$ cat src/rtl/collector.sv
// Capture side of the codec datapath: pairs left/right ADC samples and writes them into a
// 4-window circular sample RAM. Define COLLECTOR_MONO_MIX_EN to store floor((L+R)/2) instead of L.
module collector #(
   parameter int unsigned WIDTH      = 16,
   parameter int unsigned WINDOW_LEN = 512,
   parameter int unsigned ADDR_W     = $clog2(WINDOW_LEN) + 2
) (
   input  logic              clk,
   input  logic              reset_n,
   input  logic              enable,
   input  logic [WIDTH-1:0]  left_in_data,
   input  logic              left_in_valid,
   output logic              left_in_ready,
   input  logic [WIDTH-1:0]  right_in_data,
   input  logic              right_in_valid,
   output logic              right_in_ready,
   output logic [ADDR_W-1:0] buf_addr,
   output logic [WIDTH-1:0]  buf_data,
   output logic              buf_wren,
   input  logic              hold_valid,
   input  logic [1:0]        hold_window,
   output logic [1:0]        window_start,
   output logic              go_out
);

   localparam int unsigned OFF_W = ADDR_W - 2;

   typedef enum logic [1:0] {StIdle, StCollect, StWrite} state_t;

   state_t            state;
   logic [ADDR_W-1:0] wr_ptr;
   logic              have_l;
   logic              have_r;
   logic [WIDTH-1:0]  left_q;

   logic              blocked;
   logic              left_xfer;
   logic              right_xfer;
   logic              pair_done;
   logic [WIDTH-1:0]  left_nxt;
   logic [WIDTH-1:0]  sample;

   assign blocked        = hold_valid && (hold_window == wr_ptr[ADDR_W-1 -: 2]);
   assign left_in_ready  = (state == StCollect) && !have_l && !blocked;
   assign right_in_ready = (state == StCollect) && !have_r && !blocked;
   assign left_xfer      = left_in_valid && left_in_ready;
   assign right_xfer     = right_in_valid && right_in_ready;
   // Pair completes in the same cycle the second half arrives, so the write lands one cycle later.
   assign pair_done      = (have_l || left_xfer) && (have_r || right_xfer);
   assign left_nxt       = left_xfer ? left_in_data : left_q;

`ifdef COLLECTOR_MONO_MIX_EN
   logic [WIDTH-1:0]      right_q;
   logic [WIDTH-1:0]      right_nxt;
   logic signed [WIDTH:0] sum;

   assign right_nxt = right_xfer ? right_in_data : right_q;
   assign sum       = $signed({left_nxt[WIDTH-1], left_nxt}) +
                      $signed({right_nxt[WIDTH-1], right_nxt});
   assign sample    = WIDTH'(sum >>> 1);

   always_ff @(posedge clk or negedge reset_n) begin
      if (!reset_n) begin
         right_q <= '0;
      end else if (right_xfer) begin
         right_q <= right_in_data;
      end
   end
`else
   logic unused_right;

   assign unused_right = ^right_in_data;
   assign sample       = left_nxt;
`endif

   always_ff @(posedge clk or negedge reset_n) begin
      if (!reset_n) begin
         state        <= StIdle;
         wr_ptr       <= '0;
         have_l       <= 1'b0;
         have_r       <= 1'b0;
         left_q       <= '0;
         buf_addr     <= '0;
         buf_data     <= '0;
         buf_wren     <= 1'b0;
         window_start <= 2'd0;
         go_out       <= 1'b0;
      end else begin
         buf_wren <= 1'b0;
         go_out   <= 1'b0;
         if (left_xfer) begin
            left_q <= left_in_data;
            have_l <= 1'b1;
         end
         if (right_xfer) begin
            have_r <= 1'b1;
         end
         case (state)
            StIdle: begin
               if (enable) begin
                  state <= StCollect;
               end
            end
            StCollect: begin
               if (!enable) begin
                  // Abort: partial pair and partial window are dropped.
                  state  <= StIdle;
                  have_l <= 1'b0;
                  have_r <= 1'b0;
                  wr_ptr <= '0;
               end else if (pair_done) begin
                  state    <= StWrite;
                  buf_wren <= 1'b1;
                  buf_addr <= wr_ptr;
                  buf_data <= sample;
               end
            end
            StWrite: begin
               have_l <= 1'b0;
               have_r <= 1'b0;
               if (wr_ptr[OFF_W-1:0] == OFF_W'(WINDOW_LEN - 1)) begin
                  go_out       <= 1'b1;
                  window_start <= wr_ptr[ADDR_W-1 -: 2];
               end
               if (enable) begin
                  wr_ptr <= wr_ptr + ADDR_W'(1);
                  state  <= StCollect;
               end else begin
                  wr_ptr <= '0;
                  state  <= StIdle;
               end
            end
            default: state <= StIdle;
         endcase
      end
   end

endmodule

$ cat config.mk
export PLATFORM = sky130hd
export DESIGN_NAME = collector
export DESIGN_NICKNAME = d
export VERILOG_FILES = /design/src/rtl/collector.sv
export SDC_FILE = /design/constraint.sdc
export NUM_CORES = 1
export LEC_CHECK = 0
export CAP_MARGIN = 0
export CORE_UTILIZATION = 48
export CTS_CLUSTER_DIAMETER = 30
export DETAILED_ROUTE_END_ITERATION = 10
export PLACE_DENSITY = 0.79
export SLEW_MARGIN = 0
export SYNTH_ARGS = -nofsm -noshare
export SYNTH_HDL_FRONTEND = slang
export SYNTH_SLANG_ARGS = --single-unit
$ cat constraint.sdc
create_clock -name clk -period 2.68 [get_ports clk]
set_input_delay 0.67 -clock clk [delete_from_list [all_inputs] [get_ports clk]]
set_output_delay 0.67 -clock clk [all_outputs]
set_load 0.02 [all_outputs]
* After elaboration in Yosys (flattened, before gate mapping) *
Index checks and enable logic that the tools add are counted.

storage, ports and cells
  flip-flop bits (word level) = 62
  logic and storage cells = 57
  output and inout port bits = 33

operators by class
  eq/ne operators = 7
  add/subtract/negate cells = 1
  mux-type cells = 20
  reduce and logical (&&, ||, !) cells = 19

operator list
  cell                                            number
  2-to-1 mux 11 bit                               2
  one-hot mux 11 bit (2 select lines)             1
  2-to-1 mux 16 bit                               1
  adder 11 x 1 -> 11 bit (second input constant)  1
  2-to-1 mux 1 bit                                10
  == test 9 bit (second input constant)           1
  logical AND 1 bit                               8
  2-to-1 mux 2 bit                                3
  one-hot mux 2 bit (3 select lines)              1
  AND reduction 2 bit                             3
  != test 2 bit (second input constant)           2
  one-hot mux 1 bit (2 select lines)              2
  zero test 1 bit                                 3
  != test 3 bit (second input constant)           1
  AND reduction 3 bit                             1
  == test 2 x 1 -> 1 bit (second input constant)  1
  == test 2 bit                                   1
  == test 2 bit (second input constant)           1
  zero test 2 bit                                 1
  logical OR 1 bit                                2
  nonzero test 2 bit                              1

* Logic depth before layout (Yosys ltp) *
  depth in word-level cells = 10
  mapped depth = 7

* Least setup slack after synthesis *
Ideal clock, no wire load.

  kind = in2reg
  from = input hold_window[0]
  to = register buf_data[10]
  data arrival time = 2.110 ns
  stages = 6
  slack = 0.445 ns
  data required time = 2.555 ns
  cell sequence = xor2_1 -> or3_4 -> nand4b_4 -> buf_6 -> mux2_4 -> mux2_2

RTL lines
  item                    RTL line  text
  from (decl)             21        input logic [1:0] hold_window,
  == test 2 bit           43        assign blocked = hold_valid && (hold_window == wr_ptr[ADDR_W-1 -: 2]);
  logical AND 1 bit       43
  zero test 1 bit         44        assign left_in_ready = (state == StCollect) && !have_l && !blocked;
  logical AND 1 bit       44
  logical AND 1 bit       46        assign left_xfer = left_in_valid && left_in_ready;
  2-to-1 mux 16 bit       -
  named net left_nxt[10]  40        logic [WIDTH-1:0] left_nxt;
  to (signal assigned)    115       buf_data <= sample;
  to (decl)               18        output logic [WIDTH-1:0] buf_data,

The timed path passes the listed nets, and every way through them passes these cells.
A chain may end at the register's enable or synchronous reset.

* Worst setup path after layout *
  from = input hold_window[0]
  to = output left_in_ready

on the way
  word-level cells in the longest chain between the ends = 4

RTL lines
  item               RTL line  text
  == test 2 bit      43
  logical AND 1 bit  43
  zero test 1 bit    44
  logical AND 1 bit  44
  to (decl)          13        output logic left_in_ready,

No other way between the ends.

==> metrics.md <==
| Metric | Value |
|---|---|
| Status | completed |
| Post-synth cell types | 32 |
| Cells after DPL | 328 |
| Worst hold slack | 0.442 ns |
| Seq/Total Area, Yosys | 57.4% |
| Row count | 26 |
| Syn_nets | 240 |
| Gpl congestion | 0.766 |
| # nets final | 315 |
| Synth Area in Compound Gates | 5.88% |
| Die H | 77.1 µm |
| Warnings, synthesis | 0 |
| Required @ worst endpoint | 2.01 ns |
| Core area | 5270 µm² |
| Gr usage total | 18.7% |
| Most common cell after layout, fill and taps aside | dfrtp_1 |
| Worst vdd ir | 0.782 mV |
| Vias/cell | 5.13 |
| Worst clock skew | 0.00780 ns |
| Final setup viols | 0 |
| Die area | 5940 µm² |
| Hold Buf Count CTS | 0 |
| CP arrival | 1.94 ns |
| Most frequent cells in the layout | 62 x dfrtp_1, 53 x clkdlybuf4s50_1, 24 x mux2_2 |
| Multiplexer share of the synthesized area | 20.5% |
| Mean post-synth cell area | 13.9 µm² |
| Clk slew on worst S/H paths | 0.07 ns |
| Remaining global-route overflow | 0 |
| TritonCTS Buffers | 9 |
| TNS Setup | 0 ns |
| Crit Path Category | in -> out |
| Antenna cells | 0 |
| Root Buffer | clkbuf_8 |
| I/O pins | 73 |
| Area Growth Syn to Fin | 33.9% |
| ANT nets after route | 0 |
| Latest clock arrival within the worst-skew pair | 0.33 ns |
| DRC | 0 |
| Synth Instances | 194 |
| Crit start category | primary input |
| CP max FO | 2 |
| Die X-Extent | 77.1 µm |
| Share of cells above drive strength 1 | 25.5% |
| Pre-Repair DR Iteration Count | 2 |
| Number of global-route vias before repair | 1748 |
| Starting DRT DRC Count | 32 |
| FF+latch count, synth | 62 |
| # port buffers | 56 |
| Hold Path Class | in -> async |
| Initial antenna violation count | 0 |
| Cell area after synthesis | 2700 µm² |
| Adder-cell area share of the yosys netlist | 2.78% |
| Main combinational cell family by area after synthesis | multiplexers |
| CTS tree | yes |
| Pin count of the biggest net entering global routing | 40 |
| Crit share post-route | 97.3% |
| Slew Limit Fails | 0 |
| Htree depth | 3 |
| Post-CTS setup buffer count | 0 |
| CTS sink count | 62 |
| Post-Synth XOR/XNOR Area | 3.52% |
| First-pass GRT wire length | 8.42 mm |
| Post-CTS sizing | 8 |
| Initial core utilization | 51.3% |
| Total length of routed wires | 5.13 mm |
| Hpwl dp | 3.48 mm |
| Final hold vios | 0 |
| Least-Margin Pin Slew | 0.842 ns |
| Max Root-Sink Buffers | 2 |
| Max_slew headroom | 43.8% |
| Crit. End Element | primary output |
| Vias | 1764 |
| Min Tclk post-route | 2.61 ns |
| Layout Cells excl Fill | 344 |
| F_max | 0.383 GHz |
| RSZ-0062 raised after global routing | no |
| Pwr/cell area | 938 nW/µm² |
| Post-Synth Simple-Gate Area | 8.01% |
| MaxCap Viol Count | 0 |
| Leak Pwr | 1.73 nW |
| DR WL/cell | 14.9 µm |
## path summary, 6_finish.rpt
kind | startpoint | endpoint | slack, ns | cells after the start
worst max-delay path | hold_window[0] | left_in_ready | 0.07 | 6
max in group asynchronous | reset_n | left_q[2] | 1.55 | 2
worst max register to register | wr_ptr[9] | buf_data[11] | 0.48 | 7
min in group clk | buf_addr[3] | buf_addr[3] | 0.49 | 1
worst min-delay path | reset_n | buf_addr[3] | 0.44 | 1
worst min register to register | buf_addr[3] | buf_addr[3] | 0.49 | 1
## power breakdown
part / internal [mW] / switching (mW) / leakage [nW] / total [mW]
logic: 0.673 / 0.572 / 0.842 / 1.25
registers: 1.22 / 0.142 / 0.800 / 1.36
clock network: 0.426 / 0.366 / 0.0883 / 0.792
total: 2.32 / 1.08 / 1.73 / 3.40
## sequential cells by signal, summed over array words and instances (netlist names)
| signal | count |
|---|---|
| have_r | 1 |
| buf_wren | 1 |
| left_q | 16 |
| go_out | 1 |
| state | 2 |
| have_l | 1 |
| wr_ptr | 11 |
| buf_data | 16 |
| buf_addr | 11 |
| window_start | 2 |
## worst max-delay path, cell delays in order
cell,delay (ns)
clkdlybuf4s50_1,0.43
xor2_1,0.17
or3_4,0.38
nand2_1,0.09
nor2_1,0.04
buf_2,0.16
## cell usage after synthesis
| cell | count | area (µm²) |
|---|---|---|
| dfrtp_1 | 62 | 1550 |
| mux2_2 | 24 | 270 |
| nor2_1 | 15 | 56.3 |
| mux2_1 | 12 | 135 |
| mux2_4 | 10 | 150 |
| and3_1 | 7 | 43.8 |
| a22o_1 | 6 | 52.6 |
| ha_1 | 6 | 75.1 |
| inv_1 | 6 | 22.5 |
| xor2_1 | 5 | 43.8 |
| a21oi_1 | 4 | 20.0 |
| o21ai_0 | 4 | 20.0 |
| xnor2_1 | 4 | 35.0 |
| nand2_1 | 3 | 11.3 |
| nand3_1 | 3 | 15.0 |
| a31oi_1 | 2 | 12.5 |
| buf_2 | 2 | 10.0 |
| clkbuf_1 | 2 | 7.51 |
| nor2b_1 | 2 | 12.5 |
| nor3_1 | 2 | 10.0 |
| o22ai_1 | 2 | 12.5 |
| a2111oi_2 | 1 | 15.0 |
| a21o_1 | 1 | 7.51 |
| buf_6 | 1 | 11.3 |
| nand4b_4 | 1 | 23.8 |
| nor3_4 | 1 | 16.3 |
| nor3b_1 | 1 | 7.51 |
| nor4b_1 | 1 | 8.76 |
| o2111a_1 | 1 | 11.3 |
| o21a_1 | 1 | 7.51 |
| or3_4 | 1 | 11.3 |
| xor2_2 | 1 | 16.3 |
## layer usage
| metal | vias up | share of wire (%) | global-route usage, % |
|---|---|---|---|
| met5 | - | 0 | 0 |
| met4 | 0 | 1.4 | 6.98 |
| met3 | 6 | 5.2 | 6.19 |
| met2 | 41 | 45 | 27.9 |
| met1 | 880 | 49 | 25.6 |
| li1 | 837 | - | - |
## metrics by stage
step                worst slack, ns  cell area, µm²  util (%)  total power [mW]
global placement             -0.307            3440      65.3              2.60
global route                 0.0152            3620      68.7              3.58
finish                       0.0719            3620      68.7              3.40
CTS                          0.0594            3620      68.7              3.43
detailed placement           -0.322            3440      65.3              2.64
floorplan                     0.445            2700         -              2.13
## layout make-up
class | instances | area (µm²)
Clock inverter | 6 | 62.6
Multi-Input combinational cell | 121 | 1100
Tap cell | 70 | 87.6
Clock buffer | 10 | 128
Fill cell | 395 | 1650
Inverter | 6 | 22.5
Timing Repair Buffer | 69 | 668
Sequential cell | 62 | 1550
## cells by family after synthesis
logic type	after synthesis
AO/OA/AOI/OAI	22
XOR/XNOR	10
multiplexers	46
adder cells (fa/ha/maj)	6
buffers and inverters	11
AND/OR/NAND/NOR	37
flip-flops	62
No activity file was read; power rests on OpenSTA's default activity.
